**config.mk**
```make
export PLATFORM = sky130hd
export DESIGN_NAME = ifetch_unit_flat
export DESIGN_NICKNAME = d
export VERILOG_FILES = /design/src/rtl/ifetch_unit_if.sv /design/src/rtl/ifetch_unit.sv /design/src/flat_wrapper.sv
export SDC_FILE = /design/constraint.sdc
export NUM_CORES = 1
export LEC_CHECK = 0
export BUFFER_PORTS_ARGS = -buffer_cell sky130_fd_sc_hd__buf_2
export CAP_MARGIN = 25
export CORE_ASPECT_RATIO = 2
export CORE_UTILIZATION = 50
export DETAILED_ROUTE_END_ITERATION = 7
export PLACE_DENSITY_LB_ADDON = 0.08
export SLEW_MARGIN = 15
export SYNTH_ARGS = -nofsm -noshare
export SYNTH_HDL_FRONTEND = slang
export SYNTH_SLANG_ARGS = --single-unit
```
**constraint.sdc**
```tcl
create_clock -name clk -period 3.35 [get_ports clk]
set_input_delay 0.67 -clock clk [delete_from_list [all_inputs] [get_ports clk]]
set_output_delay 0.67 -clock clk [all_outputs]
set_load 0.05 [all_outputs]
```
**src/rtl/ifetch_unit_if.sv**
```systemverilog
// rtl/ifetch_unit_if.sv - fetch-stage bundle: instruction RAM read port, redirect input, decode handshake
interface ifetch_unit_if #(
  parameter int ADDR_WIDTH = 10,
  parameter int DATA_WIDTH = 32,
  parameter int PC_WIDTH   = 32
);
  logic [ADDR_WIDTH-1:0] icache_rd_addr;
  logic [DATA_WIDTH-1:0] icache_rd_data;
  logic                  redirect_valid;
  logic [PC_WIDTH-1:0]   redirect_pc;
  logic                  inst_valid;
  logic [DATA_WIDTH-1:0] inst_data;
  logic [PC_WIDTH-1:0]   inst_pc;
  logic                  inst_ready;

  // fetch unit side
  modport master (
    output icache_rd_addr,
    input  icache_rd_data,
    input  redirect_valid,
    input  redirect_pc,
    output inst_valid,
    output inst_data,
    output inst_pc,
    input  inst_ready
  );

  // RAM / decode / redirect-source side
  modport slave (
    input  icache_rd_addr,
    output icache_rd_data,
    output redirect_valid,
    output redirect_pc,
    input  inst_valid,
    input  inst_data,
    input  inst_pc,
    output inst_ready
  );
endinterface

```
**src/rtl/ifetch_unit.sv**
```systemverilog
// rtl/ifetch_unit.sv - instruction fetch stage: PC, RAM addressing, 2-entry output buffer, redirect flush
module ifetch_unit #(
  parameter int                 ADDR_WIDTH = 10,
  parameter int                 DATA_WIDTH = 32,
  parameter int                 PC_WIDTH   = 32,
  parameter logic [PC_WIDTH-1:0] RESET_PC  = '0
) (
  input logic          clk,
  input logic          rst,
  ifetch_unit_if.master bus
);

  // Word-aligned PCs: the low two byte-address bits never reach the datapath.
  localparam logic [PC_WIDTH-1:0] ALIGN_MASK = ~PC_WIDTH'(3);
  localparam logic [PC_WIDTH-1:0] START_PC   = RESET_PC & ALIGN_MASK;
  localparam logic [PC_WIDTH-1:0] PC_STEP    = PC_WIDTH'(4);

  // Fetch state: next PC to request, and the PC of the word the RAM returns this cycle.
  logic [PC_WIDTH-1:0]   fetch_pc;
  logic                  inflight;
  logic [PC_WIDTH-1:0]   f1_pc;

  // Output buffer as a shift pair: head always feeds the decode outputs directly.
  logic [PC_WIDTH-1:0]   head_pc;
  logic [DATA_WIDTH-1:0] head_data;
  logic [PC_WIDTH-1:0]   tail_pc;
  logic [DATA_WIDTH-1:0] tail_data;
  logic [1:0]            count;

  logic                  pop;
  logic                  push;
  logic                  issue;
  logic [2:0]            occupancy;
  logic [PC_WIDTH-1:0]   redirect_target;

  assign bus.icache_rd_addr = fetch_pc[ADDR_WIDTH+1:2];
  assign bus.inst_valid     = (count != 2'd0);
  assign bus.inst_pc        = head_pc;
  assign bus.inst_data      = head_data;

  assign redirect_target = bus.redirect_pc & ALIGN_MASK;

  assign pop  = bus.inst_valid && bus.inst_ready;
  assign push = inflight && !bus.redirect_valid;

  // Slots that will be claimed after this edge: buffered + returning - consumed.
  // A new request is only made when that still leaves room for its word.
  assign occupancy = {1'b0, count} + {2'b00, inflight} - {2'b00, pop};
  assign issue     = !rst && !bus.redirect_valid && (occupancy < 3'd2);

  // Program counter and in-flight tracking; redirect restarts fetch and drops the pending word.
  always_ff @(posedge clk) begin
    if (rst) begin
      fetch_pc <= START_PC;
      inflight <= 1'b0;
      f1_pc    <= '0;
    end else if (bus.redirect_valid) begin
      fetch_pc <= redirect_target;
      inflight <= 1'b0;
    end else begin
      inflight <= issue;
      if (issue) begin
        f1_pc    <= fetch_pc;
        fetch_pc <= fetch_pc + PC_STEP;
      end
    end
  end

  // Output buffer: capture returning words in order; redirect empties it, head shifts on pop.
  always_ff @(posedge clk) begin
    if (rst) begin
      count     <= 2'd0;
      head_pc   <= '0;
      head_data <= '0;
      tail_pc   <= '0;
      tail_data <= '0;
    end else if (bus.redirect_valid) begin
      count <= 2'd0;
    end else begin
      case ({push, pop})
        2'b10: begin
          if (count == 2'd0) begin
            head_pc   <= f1_pc;
            head_data <= bus.icache_rd_data;
          end else begin
            tail_pc   <= f1_pc;
            tail_data <= bus.icache_rd_data;
          end
          count <= count + 2'd1;
        end
        2'b01: begin
          head_pc   <= tail_pc;
          head_data <= tail_data;
          count     <= count - 2'd1;
        end
        2'b11: begin
          if (count == 2'd1) begin
            head_pc   <= f1_pc;
            head_data <= bus.icache_rd_data;
          end else begin
            head_pc   <= tail_pc;
            head_data <= tail_data;
            tail_pc   <= f1_pc;
            tail_data <= bus.icache_rd_data;
          end
        end
        default: begin
        end
      endcase
    end
  end

endmodule

```
**src/flat_wrapper.sv**
```systemverilog
// flat-port wrapper written by rule: the top's interface ports become plain ports
module ifetch_unit_flat 
#(
  parameter int                 ADDR_WIDTH = 10,
  parameter int                 DATA_WIDTH = 32,
  parameter int                 PC_WIDTH   = 32,
  parameter logic [PC_WIDTH-1:0] RESET_PC  = '0
)
  (clk, rst, bus_icache_rd_addr, bus_icache_rd_data, bus_redirect_valid, bus_redirect_pc, bus_inst_valid, bus_inst_data, bus_inst_pc, bus_inst_ready);
  ifetch_unit_if #(.ADDR_WIDTH(ADDR_WIDTH), .DATA_WIDTH(DATA_WIDTH), .PC_WIDTH(PC_WIDTH)) bus_i ();
  input logic clk;
  input logic rst;
  output wire logic [$bits(bus_i.icache_rd_addr)-1:0] bus_icache_rd_addr;
  input wire logic [$bits(bus_i.icache_rd_data)-1:0] bus_icache_rd_data;
  input wire logic [$bits(bus_i.redirect_valid)-1:0] bus_redirect_valid;
  input wire logic [$bits(bus_i.redirect_pc)-1:0] bus_redirect_pc;
  output wire logic [$bits(bus_i.inst_valid)-1:0] bus_inst_valid;
  output wire logic [$bits(bus_i.inst_data)-1:0] bus_inst_data;
  output wire logic [$bits(bus_i.inst_pc)-1:0] bus_inst_pc;
  input wire logic [$bits(bus_i.inst_ready)-1:0] bus_inst_ready;
  assign bus_icache_rd_addr = bus_i.icache_rd_addr;
  assign bus_i.icache_rd_data = bus_icache_rd_data;
  assign bus_i.redirect_valid = bus_redirect_valid;
  assign bus_i.redirect_pc = bus_redirect_pc;
  assign bus_inst_valid = bus_i.inst_valid;
  assign bus_inst_data = bus_i.inst_data;
  assign bus_inst_pc = bus_i.inst_pc;
  assign bus_i.inst_ready = bus_inst_ready;
  ifetch_unit #(.ADDR_WIDTH(ADDR_WIDTH), .DATA_WIDTH(DATA_WIDTH), .PC_WIDTH(PC_WIDTH), .RESET_PC(RESET_PC)) u_core (.clk(clk), .rst(rst), .bus(bus_i));
endmodule
```
==> results of run 1 <==
## flip-flops by register name, indices dropped and copies added (netlist names)
register and count:
u_core.bus.inst_data 32, u_core.tail_data 32, u_core.bus.inst_pc 30, u_core.f1_pc 30, u_core.fetch_pc 30, u_core.tail_pc 30, u_core.count 2, u_core.inflight 1
## worst paths after layout
path	from	depth (start not counted)	slack [ns]	to
worst min register to register	u_core.tail_pc[4]$_SDFFE_PP0P_	2	0.45	u_core.tail_pc[4]$_SDFFE_PP0P_
worst max register to register	u_core.count[1]$_SDFFE_PP0P_	11	0.22	u_core.fetch_pc[16]$_SDFFE_PP0P_
worst max-delay path	u_core.count[1]$_SDFFE_PP0P_	11	0.22	u_core.fetch_pc[16]$_SDFFE_PP0P_
worst min-delay path	u_core.tail_pc[4]$_SDFFE_PP0P_	2	0.45	u_core.tail_pc[4]$_SDFFE_PP0P_
## report_power, final
part           switching (W)  internal [W]  leakage [nW]
clock network       0.000874       0.00121         0.296
registers          0.0000864       0.00233          1.52
logic               0.000544      0.000225          1.66
total                0.00150       0.00376          3.48
## per-stage QoR
step           cell area [um^2]  instances  power (W)
2_1_floorplan              7910        954    0.00303
3_3_place_gp               8700       1223    0.00323
3_5_place_dp               8700       1223    0.00323
4_1_cts                    9310       1255    0.00530
5_1_grt                    9320       1256    0.00546
6_report                   9320       1256    0.00526
## per-layer routing
metal | part of all wire | vias up | GRT usage
li1 | - | 3563 | -
met1 | 0.42 | 3263 | 0.288
met4 | 0.014 | 0 | 0.0667
met3 | 0.038 | 17 | 0.0453
met2 | 0.53 | 169 | 0.432
met5 | 0 | - | 0
## what timing repair did
action                     in CTS  in global routing
resized for setup               0                  3
buffers inserted                0                  1
cloned                          0                  0
setup endpoints to repair       1                  9
hold endpoints to repair        0                  0
pin swaps                       1                  0
## cell type report
type                            count  area, um^2
Multi-Input combinational cell    658        3670
Clock inverter                     12         160
Clock buffer                       20         447
Inverter                           14        52.6
Timing Repair Buffer              167        1000
Fill cell                        1462        6050
Tap cell                          198         248
Sequential cell                   187        3740
## cell families after synthesis
group	count (synthesis)
DFF	187
AOI/OAI and AO/OA	278
other	1
and+or+nand+nor	363
buffers and inverters	109
adders and majority gates	6
xor gates and xnor gates	9
## cell usage in the layout, fill, tap and decap left out, types with 4 or more instances in the layout
cell type,netlist,final
nand2_1,204,204
dfxtp_1,187,186
buf_2,7,137
a21oi_1,94,92
nor2_1,81,80
a211oi_1,68,68
a22oi_1,62,62
buf_4,12,22
clkbuf_16,0,17
nand3_1,14,14
or4_1,14,14
inv_1,13,13
nand4_1,13,13
a311oi_1,9,9
a31oi_1,9,9
or3_1,8,8
xor2_1,8,8
o21ai_0,7,7
buf_12,0,7
and3_1,6,6
o31ai_1,5,5
ha_1,5,5
and2_1,4,4
o311ai_0,4,4
inv_6,0,4
## synthesized netlist by cell type, types with 2 or more instances
library cell / number / area share
a211oi_1: 68 / 0.065
a21oi_1: 94 / 0.060
a22oi_1: 62 / 0.059
a311oi_1: 9 / 0.010
a31oi_1: 9 / 0.0071
a32oi_1: 3 / 0.0033
and2_1: 4 / 0.0032
and3_1: 6 / 0.0048
and4_1: 3 / 0.0033
buf_1: 4 / 0.0019
buf_2: 7 / 0.0044
buf_4: 12 / 0.011
buf_6: 2 / 0.0028
clkbuf_1: 63 / 0.030
clkbuf_8: 6 / 0.010
dfxtp_1: 187 / 0.47
ha_1: 5 / 0.0079
inv_1: 13 / 0.0062
nand2_1: 204 / 0.097
nand2b_1: 3 / 0.0024
nand3_1: 14 / 0.0089
nand4_1: 13 / 0.010
nor2_1: 81 / 0.038
nor3_1: 2 / 0.0013
o211ai_1: 3 / 0.0028
o21a_1: 2 / 0.0019
o21ai_0: 7 / 0.0044
o311a_1: 2 / 0.0025
o311ai_0: 4 / 0.0044
o31a_1: 2 / 0.0022
o31ai_1: 5 / 0.0048
or3_1: 8 / 0.0063
or4_1: 14 / 0.013
xor2_1: 8 / 0.0089
## worst max-delay path: stages (launching register included)
cell and delay, ns:
dfxtp_2 0.38, inv_1 0.09, ha_1 0.22, nand2b_1 0.19, nor2_2 0.15, o21ai_0 0.15, fa_1 0.58, nor3b_1 0.28
nand4_1 0.13, buf_4 0.19, or4_2 0.54, a31oi_1 0.17
==> run summary, run 1 <==
status: complete, no violations
Worst EP arrival: 3.49 ns
total gr overflow: 0
DR WL/cell: 15.3 um
fin crit share: 0.935
Mapped Area: 7900 um^2
largest net degree at the start of global routing: 135
Fmax achieved: 319 MHz
Worst-Margin Slew: 0.635 ns
Leakage Power: 3.48 nW
cts hold-fix bufs: 0
Post-Route WL: 19300 um
Fin. Hold Viols: 0
setup ws final: 0.218 ns
Async S/R FF share, synth: 0
Post-synth EDFFs: 0
Area Growth Syn to Fin: 18.0%
Compound-Gate Fraction of Synth Area: 0.235
worst vdd ir: 0.330 mV
min-delay worst type: flip-flop to flip-flop
Synthesis Warnings: 0
number of global-route vias before repair: 6414
GRT Resource Usage Total: 0.240
Initial DRT Pass Iterations: 5
largest family of logic cells by synthesized area: compound AO/OA/AOI/OAI gates
H-tree levels: 4
highest net fanout along the worst path: 12
vias per cell: 5.58
Via Count: 7012
Setup WS pre-CTS: 0.0165 ns
drt initial violations: 385
final setup fails: 0
clk buf depth: 2
Buffers on Ports: 138
Util after Layout: 0.606
final net count: 1119
Inserted Diodes: 0
GPL Wtd Cong: 0.858
CTS tree: built
Simple-Gate Fraction of Synth Area: 0.202
clk_skew: 0.0113 ns
chip width: 90.9 um
syn avg cell area: 8.29 um^2
hold_ws: 0.454 ns
setup TNS: 0 ns
type of origin of the critical path: flip-flop
Die ar.: 16300 um^2
worst skew pair latency: 0.43 ns
layout cells sized above 1: 0.200
drt drc: 0
flops & latches, synth: 187
Pins Over Slew Limit: 0
Initial Util: 0.514
root buf cell: clkbuf_16
Post-Synth XOR/XNOR Area: 0.00997
FP Rows: 64
Die Height: 180 um
Slew Limit Headroom: 0.577
Power Dens Cells: 565 nW/um^2
first-pass GRT wire length: 32100 um
min Tclk post-route: 3.13 ns
CP endpoint kind: flip-flop
RSZ-0062 raised after global routing: no
Primary FF master, synth: dfxtp_1
I/O pins: 143
Max-Cap Viols: 0
antenna-violating nets left: 0
Adder-Cell Fraction of Synth Area: 0.0104
mux share of post-synthesis cell area: 0
WP data required: 3.71 ns
core area: 15400 um^2
CP Class: flip-flop to flip-flop
antenna violations before repair: 0
total CTS buffers: 17
Post-DP HPWL: 12500 um
Synth cell types: 58
Clock Pin Slew Worst Setup and Hold Paths: 0.07 ns
Cells after Synth: 953
CTS Sinks: 187
register area share after synthesis: 0.474
(Power assumes the default switching activity.)
==> inputs of run 2 (changes only) <==
- CORE_ASPECT_RATIO: 2 -> default
- GPL_TIMING_DRIVEN: default -> 0
==> run summary, run 2 (synthesis gave the netlist of run 1 again) <==
CTS Sinks: 187 (unchanged)
multi-input logic area: 3660 um^2 (was 3670 um^2)
Worst Min Path Start: u_core.tail_pc[13]$_SDFFE_PP0P_ (was u_core.tail_pc[4]$_SDFFE_PP0P_)
I/O pins: 143 (unchanged)
Total Power: 0.00535 W (was 0.00526 W)
FP Rows: 45 (was 64)
layout cells sized above 1: 0.195 (was 0.200)
Filler Cell Count: 1438 (was 1462)
Worst EP arrival: 3.51 ns (was 3.49 ns)
antenna violations before repair: 0 (unchanged)
antenna-violating nets left: 0 (unchanged)
Max-Cap Viols: 0 (unchanged)
Reg2Reg Setup Slack: 0.18 ns (was 0.22 ns)
R2R Path End: u_core.fetch_pc[26]$_SDFFE_PP0P_ (was u_core.fetch_pc[16]$_SDFFE_PP0P_)
Via Count: 7398 (was 7012)
crit path buf inv count: 2 (unchanged)
type of origin of the critical path: flip-flop (unchanged)
drt initial violations: 510 (was 385)
most frequent cells in the layout: 203 x nand2_1, 185 x dfxtp_1, 146 x buf_2, 94 x a21oi_1, 80 x nor2_1 (was 204 x nand2_1, 186 x dfxtp_1, 137 x buf_2, 92 x a21oi_1, 80 x nor2_1)
WP data required: 3.69 ns (was 3.71 ns)
fin crit share: 0.947 (was 0.935)
commonest non-fill, non-tap cell in the layout: nand2_1 (unchanged)
worst vdd ir: 0.361 mV (was 0.330 mV)
top cell family by delay on the critical path: simple AND/OR/NAND/NOR gates (unchanged)
Reg area: 3750 um^2 (was 3740 um^2)
Worst-Margin Slew: 0.993 ns (was 0.635 ns)
status: complete, no violations (unchanged)
drt drc: 0 (unchanged)
min-delay worst type: flip-flop to flip-flop (unchanged)
FF-to-FF path depth: 11 (unchanged)
highest net fanout along the worst path: 10 (was 12)
Initial Util: 0.516 (was 0.514)
first-pass GRT wire length: 34400 um (was 32100 um)
CP Class: flip-flop to flip-flop (unchanged)
core area: 15300 um^2 (was 15400 um^2)
clk buf depth: 2 (unchanged)
CTS tree: built (unchanged)
number of global-route vias before repair: 6644 (was 6414)
Die Height: 128 um (was 180 um)
Inserted Diodes: 0 (unchanged)
final net count: 1184 (was 1119)
design area: 9530 um^2 (was 9320 um^2)
largest net degree at the start of global routing: 18 (was 135)
DR WL/cell: 16.2 um (was 15.3 um)
Setup WS pre-CTS: -0.184 ns (was 0.0165 ns)
chip width: 128 um (was 90.9 um)
Critical Path Slowest Stage Cell: or4_1 (was fa_1)
cts hold-fix bufs: 0 (unchanged)
Area Growth Syn to Fin: 20.6% (was 18.0%)
setup ws final: 0.179 ns (was 0.218 ns)
Die ar.: 16300 um^2 (about the same)
Slew Limit Headroom: 0.334 (was 0.577)
hold depth: 2 (unchanged)
Initial DRT Pass Iterations: 5 (unchanged)
final setup fails: 0 (unchanged)
Leakage Power: 3.59 nW (was 3.48 nW)
Pins Over Slew Limit: 0 (unchanged)
vias per cell: 5.55 (was 5.58)
setup TNS: 0 ns (unchanged)
Fin. Hold Viols: 0 (unchanged)
total CTS buffers: 17 (unchanged)
DP Area: 8860 um^2 (was 8700 um^2)
GRT Resource Usage Total: 0.268 (was 0.240)
root buf cell: clkbuf_16 (unchanged)
CP endpoint kind: flip-flop (unchanged)
slowest stage delay, CP: 0.58 ns (about the same)
Buffers on Ports: 137 (was 138)
Reg-to-Reg Start: u_core.count[1]$_SDFFE_PP0P_ (unchanged)
Clock Pin Slew Worst Setup and Hold Paths: 0.07 ns (about the same)
worst skew pair latency: 0.43 ns (about the same)
Post-DP HPWL: 15400 um (was 12500 um)
worst path cell trace: inv_1 -> ha_1 -> nand2b_4 -> nor2_2 -> o21ai_0 -> fa_1 -> clkbuf_8 -> and2_1 -> nand4_1 -> or4_1 -> a311oi_2 (was inv_1 -> ha_1 -> nand2b_1 -> nor2_2 -> o21ai_0 -> fa_1 -> nor3b_1 -> nand4_1 -> buf_4 -> or4_2 -> a31oi_1)
Post-Route WL: 21600 um (was 19300 um)
clk_skew: 0.00818 ns (was 0.0113 ns)
GPL Wtd Cong: 0.859 (was 0.858)
H-tree levels: 4 (unchanged)
hold path endpoint: u_core.tail_pc[13]$_SDFFE_PP0P_ (was u_core.tail_pc[4]$_SDFFE_PP0P_)
Power Dens Cells: 561 nW/um^2 (was 565 nW/um^2)
min Tclk post-route: 3.17 ns (was 3.13 ns)
total gr overflow: 0 (unchanged)
Fmax achieved: 315 MHz (was 319 MHz)
==> run 2: routing by layer <==
| layer | up-vias | routed length [um] | track usage |
|---|---|---|---|
| met2 | 234 | 10000 | 0.426 |
| met4 | 0 | 297 | 0.0844 |
| met5 | - | 0 | 0 |
| met1 | 3436 | 10200 | 0.371 |
| li1 | 3700 | - | - |
| met3 | 28 | 1090 | 0.0484 |
==> run 2: report_power, final <==
part,leakage [nW],switching (W),internal [W]
Combinational,1.76,0.000567,0.000236
Clock,0.301,0.000916,0.00121
Sequential,1.52,0.0000911,0.00233
==> run 2: how the worst max path moves through the flow <==
stage | slack, ns | cells past startpoint | to | start
4_1_cts | 0.04 | 14 | u_core.f1_pc[27]$_SDFFE_PP0P_ | u_core.count[1]$_SDFFE_PP0P_
3_3_place_gp | -0.16 | 14 | u_core.f1_pc[4]$_SDFFE_PP0P_ | u_core.count[1]$_SDFFE_PP0P_
3_5_place_dp | -0.18 | 13 | u_core.f1_pc[2]$_SDFFE_PP0P_ | bus_inst_ready
6_report | 0.18 | 11 | u_core.fetch_pc[26]$_SDFFE_PP0P_ | u_core.count[1]$_SDFFE_PP0P_
5_1_grt | -0.01 | 11 | u_core.fetch_pc[26]$_SDFFE_PP0P_ | u_core.count[1]$_SDFFE_PP0P_
2_1_floorplan | 0.32 | 13 | u_core.fetch_pc[12]$_SDFFE_PP0P_ | u_core.count[1]$_SDFFE_PP0P_
==> run 2: repair_timing <==
| action | CTS | global route |
|---|---|---|
| setup endpoints to repair | 44 | 50 |
| pin swaps | 1 | 1 |
| gates resized for setup | 8 | 12 |
| buffers inserted | 0 | 1 |
==> run 2: area by class of cell <==
cell class | instances | area share
flip-flops and latches | 187 | 0.393
multi-input cells | 658 | 0.384
repair buffers | 138 | 0.0727
plain buffers | 94 | 0.0517
clock buffers | 18 | 0.0461
well taps | 211 | 0.0277
clock inverters | 14 | 0.0194
inverters | 14 | 0.00551
==> run 2: per-stage QoR <==
stage / util / hold WS [ns] / cells
floorplan: - / 0.436 / 954
global route: 0.623 / 0.472 / 1334
detailed placement: 0.578 / 0.447 / 1302
global placement: 0.578 / 0.442 / 1302
finish: 0.623 / 0.456 / 1334
CTS: 0.620 / 0.457 / 1334
==> run 2: worst min-delay path: stages (launching register included) <==
cell     delay (ns)
dfxtp_1        0.31
nand2_1        0.05
a21oi_1        0.05
==> inputs of run 3 (changes only) <==
- ABC_CLOCK_PERIOD_IN_PS: default -> 3350
- CORE_UTILIZATION: 50 -> 56
==> run summary, run 3 (synthesis gave the netlist of run 1 again) <==
status: complete, no violations (unchanged)
Die Height: 121 um (was 128 um)
most frequent cells in the layout: 204 x nand2_1, 185 x dfxtp_1, 147 x buf_2, 94 x a21oi_1, 80 x nor2_1 (was 203 x nand2_1, 185 x dfxtp_1, 146 x buf_2, 94 x a21oi_1, 80 x nor2_1)
worst path cell trace: inv_1 -> ha_1 -> nand2b_4 -> nor2_2 -> o21ai_0 -> fa_1 -> clkbuf_8 -> and2_1 -> nand4_1 -> or4_1 -> a311oi_1 (was inv_1 -> ha_1 -> nand2b_4 -> nor2_2 -> o21ai_0 -> fa_1 -> clkbuf_8 -> and2_1 -> nand4_1 -> or4_1 -> a311oi_2)
Fmax achieved: 316 MHz (was 315 MHz)
worst skew pair latency: 0.43 ns (about the same)
Area Growth Syn to Fin: 19.7% (was 20.6%)
total gr overflow: 0 (unchanged)
CTS tree: built (unchanged)
drt drc: 0 (unchanged)
vias per cell: 5.73 (was 5.55)
RSZ-0062 raised after global routing: no
Initial DRT Pass Iterations: 6 (was 5)
DR WL/cell: 16.2 um (about the same)
fin crit share: 0.943 (was 0.947)
worst vdd ir: 0.396 mV (was 0.361 mV)
H-tree levels: 4 (unchanged)
final setup fails: 0 (unchanged)
layout cells sized above 1: 0.192 (was 0.195)
Die ar.: 14600 um^2 (was 16300 um^2)
Inserted Diodes: 0 (unchanged)
FP Rows: 43 (was 45)
total CTS buffers: 17 (unchanged)
core area: 13800 um^2 (was 15300 um^2)
hold depth: 2 (unchanged)
first-pass GRT wire length: 33500 um (was 34400 um)
final net count: 1185 (was 1184)
commonest non-fill, non-tap cell in the layout: nand2_1 (unchanged)
min-delay worst type: flip-flop to flip-flop (unchanged)
Pins Over Slew Limit: 0 (unchanged)
root buf cell: clkbuf_16 (unchanged)
Max-Cap Viols: 0 (unchanged)
antenna violations before repair: 0 (unchanged)
Slew Limit Headroom: 0.407 (was 0.334)
top cell family by delay on the critical path: simple AND/OR/NAND/NOR gates (unchanged)
highest net fanout along the worst path: 10 (unchanged)
clk_skew: 0.0110 ns (was 0.00818 ns)
setup ws final: 0.190 ns (was 0.179 ns)
CP Class: flip-flop to flip-flop (unchanged)
crit path buf inv count: 2 (unchanged)
GRT Resource Usage Total: 0.293 (was 0.268)
Buffers on Ports: 137 (unchanged)
slowest stage delay, CP: 0.55 ns (was 0.58 ns)
type of origin of the critical path: flip-flop (unchanged)
Worst EP arrival: 3.50 ns (was 3.51 ns)
Leakage Power: 3.58 nW (was 3.59 nW)
drt initial violations: 782 (was 510)
I/O pins: 143 (unchanged)
Via Count: 7475 (was 7398)
CTS Sinks: 187 (unchanged)
CP endpoint kind: flip-flop (unchanged)
min Tclk post-route: 3.16 ns (was 3.17 ns)
Setup WS pre-CTS: -0.125 ns (was -0.184 ns)
setup TNS: 0 ns (unchanged)
Critical Path Slowest Stage Cell: or4_1 (unchanged)
chip width: 121 um (was 128 um)
Post-DP HPWL: 15000 um (was 15400 um)
Post-Route WL: 21200 um (was 21600 um)
Power Dens Cells: 555 nW/um^2 (was 561 nW/um^2)
number of global-route vias before repair: 6539 (was 6644)
WP data required: 3.69 ns (about the same)
Worst-Margin Slew: 0.890 ns (was 0.993 ns)
Clock Pin Slew Worst Setup and Hold Paths: 0.07 ns (about the same)
Stages on worst setup path: 11 (unchanged)
largest net degree at the start of global routing: 17 (was 18)
cts hold-fix bufs: 0 (unchanged)
GPL Wtd Cong: 0.906 (was 0.859)
clk buf depth: 2 (unchanged)
Initial Util: 0.572 (was 0.516)
FF-to-FF path depth: 11 (unchanged)
antenna-violating nets left: 0 (unchanged)
Fin. Hold Viols: 0 (unchanged)
-- run 3: cell count changes in the layout (fill, tap and decap cells not counted), moves of 2 or more --
cell,before,now
clkbuf_8,7,10
clkinv_2,1,4
clkbuf_1,59,61
clkbuf_2,4,2
inv_6,3,1
inv_8,2,0
-- run 3: worst paths after layout --
kind / slack, ns / from / endpoint
max reg2reg: 0.19 / u_core.count[1]$_SDFFE_PP0P_ / u_core.fetch_pc[26]$_SDFFE_PP0P_
max: 0.19 / u_core.count[1]$_SDFFE_PP0P_ / u_core.fetch_pc[26]$_SDFFE_PP0P_
min reg2reg: 0.45 / u_core.tail_pc[2]$_SDFFE_PP0P_ / u_core.tail_pc[2]$_SDFFE_PP0P_
min: 0.45 / u_core.tail_pc[2]$_SDFFE_PP0P_ / u_core.tail_pc[2]$_SDFFE_PP0P_
-- run 3: timing repair --
item                                    4_1_cts  5_1_grt
setup buffers                                 1        1
resized for setup                             8        6
pin swaps                                     1        1
endpoints found under the setup margin       40       49
-- run 3: area by class of cell --
| cell class | instances | area [um^2] |
|---|---|---|
| Tap cell | 180 | 225 |
| Multi-Input combinational cell | 658 | 3650 |
| Sequential cell | 187 | 3750 |
| Clock inverter | 10 | 114 |
| Fill cell | 1178 | 4370 |
| Inverter | 14 | 52.6 |
| Timing Repair Buffer | 139 | 701 |
| Buffer | 94 | 492 |
| Clock buffer | 22 | 484 |
-- run 3: report_power, final --
group	switching, W	internal, W	leakage [nW]	total, W
Clock	0.000850	0.00118	0.296	0.00203
Sequential	0.0000903	0.00233	1.52	0.00242
Combinational	0.000564	0.000235	1.76	0.000799
Total	0.00150	0.00374	3.58	0.00525
-- run 3: metrics by stage --
stage	power, W	instances	util	hold WS (ns)	cell area [um^2]
after floorplan	0.00303	954	-	0.436	7910
after global placement	0.00325	1271	0.638	0.442	8820
after detailed placement	0.00326	1271	0.638	0.447	8820
after CTS	0.00526	1304	0.683	0.456	9440
after global routing	0.00543	1304	0.684	0.467	9460
final	0.00525	1304	0.684	0.455	9460
-- run 3: tightest hold or removal path, cell delays in order (launching register included) --
cell	delay, ns
dfxtp_1	0.31
nand2_1	0.05
a21oi_1	0.05
-- run 3: routing by layer --
| metal | track usage | wire length (um) |
|---|---|---|
| met1 | 0.391 | 9400 |
| met2 | 0.472 | 9980 |
| met3 | 0.0509 | 1380 |
| met4 | 0.112 | 433 |
| met5 | 0 | 0 |
